File: config.mk
export PLATFORM = sky130hd
export DESIGN_NAME = prbs_lock_monitor
export DESIGN_NICKNAME = d
export VERILOG_FILES = /design/src/rtl/prbs_lock_monitor.sv
export SDC_FILE = /design/constraint.sdc
export NUM_CORES = 1
export LEC_CHECK = 0
export CAP_MARGIN = 20
export CORE_MARGIN = 5
export CORE_UTILIZATION = 35
export DETAILED_ROUTE_END_ITERATION = 8
export GPL_ROUTABILITY_DRIVEN = 0
export PLACE_DENSITY = 0.65
export SYNTH_ARGS = -nofsm -noshare
export SYNTH_HDL_FRONTEND = slang
export SYNTH_SLANG_ARGS = --single-unit
File: constraint.sdc
create_clock -name CLK -period 6.9 [get_ports CLK]
set_input_delay 1.38 -clock CLK [delete_from_list [all_inputs] [get_ports CLK]]
set_output_delay 1.38 -clock CLK [all_outputs]
set_load 0.005 [all_outputs]
File: src/rtl/prbs_lock_monitor.sv
// Lock monitor for the PRBS pattern detector's detection strobe.
// Learns the detection period, confirms it over LOCK_COUNT on-period hits,
// declares lock, counts misses and out-of-phase hits while locked, and drops
// lock after MISS_LIMIT consecutive misses.
//
// Ports:
//   CLK               clock, rising edge
//   RSTn              asynchronous active-low reset
//   enable            run; low forces IDLE and clears counters (period holds)
//   pattern_detected  one-cycle detection strobe
//   period            measured detection interval in cycles
//   locked            lock status
//   lock_lost         one-cycle pulse when lock drops through misses
//   det_count         detections seen while enabled (saturating)
//   miss_count        misses counted while locked (saturating)
//   state             0 IDLE, 1 SEARCH, 2 MEASURE, 3 VERIFY, 4 LOCKED
module prbs_lock_monitor #(
    parameter int unsigned LOCK_COUNT = 3,
    parameter int unsigned MISS_LIMIT = 2,
    parameter int unsigned CNT_W      = 16
) (
    input  logic             CLK,
    input  logic             RSTn,
    input  logic             enable,
    input  logic             pattern_detected,
    output logic [CNT_W-1:0] period,
    output logic             locked,
    output logic             lock_lost,
    output logic [15:0]      det_count,
    output logic [15:0]      miss_count,
    output logic [2:0]       state
);

    localparam int unsigned RUN_W  = 4;
    localparam int unsigned STAT_W = 16;

    localparam logic [CNT_W-1:0]  S_MAX     = '1;
    localparam logic [STAT_W-1:0] STAT_MAX  = '1;
    localparam logic [RUN_W-1:0]  LOCK_TGT  = RUN_W'(LOCK_COUNT);
    localparam logic [RUN_W-1:0]  MISS_TGT  = RUN_W'(MISS_LIMIT);

    typedef enum logic [2:0] {
        ST_IDLE    = 3'd0,
        ST_SEARCH  = 3'd1,
        ST_MEASURE = 3'd2,
        ST_VERIFY  = 3'd3,
        ST_LOCKED  = 3'd4
    } state_e;

    state_e            state_q, state_d;
    logic [CNT_W-1:0]  s_q, s_d;
    logic [RUN_W-1:0]  good_q, good_d;
    logic [RUN_W-1:0]  miss_run_q, miss_run_d;
    logic [CNT_W-1:0]  period_d;
    logic              locked_d;
    logic              lock_lost_d;
    logic [STAT_W-1:0] det_count_d;
    logic [STAT_W-1:0] miss_count_d;

    // Interval counter sits on an expected point when it equals the period
    logic on_point_c;
    logic miss_c;

    assign on_point_c = (s_q == period);
    // In LOCKED a miss is a silent expected point or a strobe anywhere else
    assign miss_c     = on_point_c ? !pattern_detected : pattern_detected;

    assign state = state_q;

    // State and datapath registers
    always_ff @(posedge CLK or negedge RSTn) begin
        if (!RSTn) begin
            state_q    <= ST_IDLE;
            s_q        <= '0;
            good_q     <= '0;
            miss_run_q <= '0;
            period     <= '0;
            locked     <= 1'b0;
            lock_lost  <= 1'b0;
            det_count  <= '0;
            miss_count <= '0;
        end else begin
            state_q    <= state_d;
            s_q        <= s_d;
            good_q     <= good_d;
            miss_run_q <= miss_run_d;
            period     <= period_d;
            locked     <= locked_d;
            lock_lost  <= lock_lost_d;
            det_count  <= det_count_d;
            miss_count <= miss_count_d;
        end
    end

    // Next-state and next-value logic
    always_comb begin
        state_d      = state_q;
        s_d          = (s_q == S_MAX) ? s_q : s_q + CNT_W'(1);
        good_d       = good_q;
        miss_run_d   = miss_run_q;
        period_d     = period;
        locked_d     = locked;
        lock_lost_d  = 1'b0;
        det_count_d  = det_count;
        miss_count_d = miss_count;

        if (!enable) begin
            state_d      = ST_IDLE;
            s_d          = '0;
            good_d       = '0;
            miss_run_d   = '0;
            locked_d     = 1'b0;
            det_count_d  = '0;
            miss_count_d = '0;
        end else begin
            if (pattern_detected && (state_q != ST_IDLE) && (det_count != STAT_MAX)) begin
                det_count_d = det_count + STAT_W'(1);
            end

            case (state_q)
                ST_IDLE: begin
                    state_d = ST_SEARCH;
                end

                ST_SEARCH: begin
                    if (pattern_detected) begin
                        s_d     = CNT_W'(1);
                        state_d = ST_MEASURE;
                    end
                end

                ST_MEASURE: begin
                    if (pattern_detected) begin
                        period_d = s_q;
                        good_d   = RUN_W'(1);
                        s_d      = CNT_W'(1);
                        if (LOCK_TGT == RUN_W'(1)) begin
                            state_d  = ST_LOCKED;
                            locked_d = 1'b1;
                            good_d   = '0;
                        end else begin
                            state_d = ST_VERIFY;
                        end
                    end else if (s_q == S_MAX) begin
                        state_d = ST_SEARCH;
                    end
                end

                ST_VERIFY: begin
                    if (pattern_detected) begin
                        s_d = CNT_W'(1);
                        if (on_point_c) begin
                            if (good_q + RUN_W'(1) == LOCK_TGT) begin
                                state_d  = ST_LOCKED;
                                locked_d = 1'b1;
                                good_d   = '0;
                            end else begin
                                good_d = good_q + RUN_W'(1);
                            end
                        end else begin
                            // Early strobe: the shorter interval becomes the new candidate
                            period_d = s_q;
                            good_d   = RUN_W'(1);
                        end
                    end else if (on_point_c) begin
                        state_d = ST_SEARCH;
                        good_d  = '0;
                    end
                end

                ST_LOCKED: begin
                    // Re-anchor at every expected point so phase survives misses
                    if (on_point_c) begin
                        s_d = CNT_W'(1);
                    end
                    if (on_point_c && pattern_detected) begin
                        miss_run_d = '0;
                    end
                    if (miss_c) begin
                        if (miss_count != STAT_MAX) begin
                            miss_count_d = miss_count + STAT_W'(1);
                        end
                        if (miss_run_q + RUN_W'(1) == MISS_TGT) begin
                            miss_run_d  = '0;
                            lock_lost_d = 1'b1;
                            locked_d    = 1'b0;
                            state_d     = ST_SEARCH;
                        end else begin
                            miss_run_d = miss_run_q + RUN_W'(1);
                        end
                    end
                end

                default: begin
                    state_d = ST_IDLE;
                end
            endcase
        end
    end

endmodule

==> results.yml <==
yosys:
  syn_area_sq_mm: 0.00425
  syn_nets: 434
  async_flop_share: 1.00
  synth_ff_type: "dfrtp_1"
  synthCells: 422
  synth-edff-count: 0
  yosys_warnings: 0
  ys_seq_area_frac: 0.454
  synth_cell_types: 55
  synth_area_per_cell_sq_um: 10.1
  ys_seq_elements: 77
critical_path:
  cp-start-kind: "primary input"
  slowest_delay_ps: 610
  crit_path_top_delay_cell: "a211oi_1"
  worstPathArrival_ps: 3780
  path_class: "in2reg"
  path_cells: "clkdlybuf4s50_1, ha_1, nand4bb_1, a211oi_1, nor3b_1, xnor2_1, nor2_1"
  path_max_fanout: 10
  r2r-start: "s_q[10]"
  end_kind: "register"
  cp-startpoint: "pattern_detected"
  worstPathRequired_ps: 7100
sta:
  slew_headroom: 0.408
  setup_ws_ps: 3320
  period_share: 0.518
  rsz0062_at_grt: "false"
  worst_hold_slack_ps: 551
  max_freq_mhz: 280
  slew_violations: 0
  setup_viol_count_final: 0
  finalHoldViolCount: 0
  period_minus_slack_ps: 3580
  setup-tns-final_ps: 0
  worst_slew_pin_slew_ps: 889
  fin_worst_skew_ps: 6.77
floorplanning:
  start_util: 0.355
  num_rows: 40
  chipWidth_microns: 120
  die_y_microns: 120
  core_area_sq_mm: 0.0120
  dieArea_sq_mm: 0.0144
  pin_count: 57
worst_hold_path:
  min_from: "period[12]"
  hold_class: "reg2reg"
pwr:
  comb_power_share: 0.104
  p_per_area_mw_per_mm2: 215
  power_frac_clock: 0.471
  switching_share: 0.227
  power.share.sequential: 0.425
  power_switching_w: 0.000256
  p_leak_nw: 2.10
  p_int_w: 0.000874
  finalPower_w: 0.00113
  peakVddDrop_mv: 0.137
final_layout:
  layout_common_cells: "77 x dfrtp_1, 55 x clkdlybuf4s50_1, 52 x nor2_1"
  num_antenna_cells: 0
  layout.nets: 485
  synthToLayoutAreaGrowth_pct: 23.9
  layout_commonest_cell: "dfrtp_1"
  layout-drive-gt1-share: 0.0941
global_route:
  gr-usage-all-layers: 0.137
  grt_pass1_wl_mm: 16.2
  grt_overflow: 0
  grt_max_degree: 78
  antenna_found_initial: 0
  grt_pass1_vias: 3329
cts:
  clock_sinks: 77
  cts-buffers-inserted: 9
  clkLatencyLatePin_ps: 330
  cts_tree: "done"
  cts_buffer_depth: 2
  clk_pin_slew_ps: 60
  cts-hold-fix-buffers: 0
  root_buffer: "clkbuf_16"
  cts_resized: 0
  cts_max_level: 3
  postCtsSetupBuffers: 0
route:
  vias: 3268
  drt-vias-per-instance: 5.23
  detail-route-antenna-nets: 0
  wl_mm: 9.45
  drtIter0Drc: 216
  dr.pass1.iters: 4
  wire_per_inst_microns: 15.1
  route.detailed.drc: 0
placement:
  pre_cts_ws_ps: 3040
  hpwl_mm: 6.54
  port_buffers: 56
run:
  drv_cap: 0
run_status:
  outcome: "finished clean"
-- worst paths after layout --
path,cells after the start,slack (ps),endpoint
max,7,3320,miss_count[10]
max reg2reg,9,3640,miss_count[10]
min reg2reg,1,550,period[12]
min in group asynchronous,1,960,s_q[3]
min,1,550,period[12]
max in group asynchronous,2,5370,det_count[1]
-- power groups by stage --
stage / clock network (W) / registers, W / logic, W
final: 0.000532 / 0.000480 / 0.000118
after global routing: 0.000563 / 0.000483 / 0.000131
after CTS: 0.000544 / 0.000480 / 0.000118
after floorplan: 0 / 0.000483 / 0.0000771
after global placement: 0 / 0.000488 / 0.000115
after detailed placement: 0 / 0.000489 / 0.000116
-- layout make-up --
class | instances | area [sq um]
Fill cell | 1147 | 6700
Multi-Input combinational cell | 316 | 2160
Sequential cell | 77 | 1930
Clock inverter | 3 | 65.1
Timing Repair Buffer | 60 | 608
Clock buffer | 13 | 280
Inverter | 9 | 33.8
Tap cell | 147 | 184
-- stage by stage --
step	std cells	cell area, sq um	util
floorplan	422	4250	-
global placement	608	4890	0.409
detailed placement	608	4890	0.409
CTS	624	5230	0.437
global route	625	5260	0.440
finish	625	5260	0.440
-- cells in the mapped netlist, types with 2 or more instances --
cell,instances,area share
nor3_1,11,0.013
mux2_4,10,0.035
xnor2_1,39,0.080
a211o_1,2,0.0041
nand2b_1,2,0.0029
ha_1,8,0.024
a31oi_1,2,0.0029
inv_1,9,0.0080
o2111ai_1,2,0.0041
nand3_1,23,0.027
a21boi_0,2,0.0035
nor4b_1,3,0.0062
nor2_1,52,0.046
a211oi_1,8,0.014
clkbuf_1,14,0.012
buf_6,4,0.011
xor2_1,18,0.037
and3_1,4,0.0059
o21ai_0,11,0.013
o21bai_1,3,0.0053
o22ai_1,3,0.0044
and4_1,2,0.0041
a21oi_1,11,0.013
mux2_2,6,0.016
dfrtp_1,77,0.45
nand3b_1,3,0.0053
and2_1,2,0.0029
or3_1,2,0.0029
nor2b_1,2,0.0029
nand2_1,29,0.026
nor4_1,4,0.0059
nand4bb_1,2,0.0053
nor3b_1,4,0.0071
nand4_1,20,0.029
nand4b_1,5,0.010
mux2i_1,4,0.0094
-- per-layer routing --
layer,track usage,vias to the layer above,routed length [microns]
met1,0.175,1593,4440
met2,0.229,68,4530
li1,-,1601,-
met4,0.0358,0,63
met3,0.0396,6,420
met5,0,-,0
-- worst max-delay path: cells and delay by family --
family / cells / cell delay [ps]
AND/OR/NAND/NOR: 3 / 600
adder cells (fa/ha/maj): 1 / 450
AO/OA/AOI/OAI: 1 / 610
buffers and inverters: 1 / 590
XOR/XNOR: 1 / 150
-- flip-flops by register name, summed over array words and instances (netlist names) --
| signal | cells |
|---|---|
| good_q | 4 |
| miss_run_q | 4 |
| miss_count | 16 |
| det_count | 16 |
| state | 3 |
| locked | 1 |
| s_q | 16 |
| lock_lost | 1 |
| period | 16 |
-- cell families after synthesis --
family | synth area share
buffers and inverters | 0.0368
AO/OA/AOI/OAI | 0.0887
AND/OR/NAND/NOR | 0.219
multiplexers | 0.0607
XOR/XNOR | 0.118
adder cells (fa/ha/maj) | 0.0236
flip-flops | 0.454
Note: power is estimated with default switching activity, not from simulation.
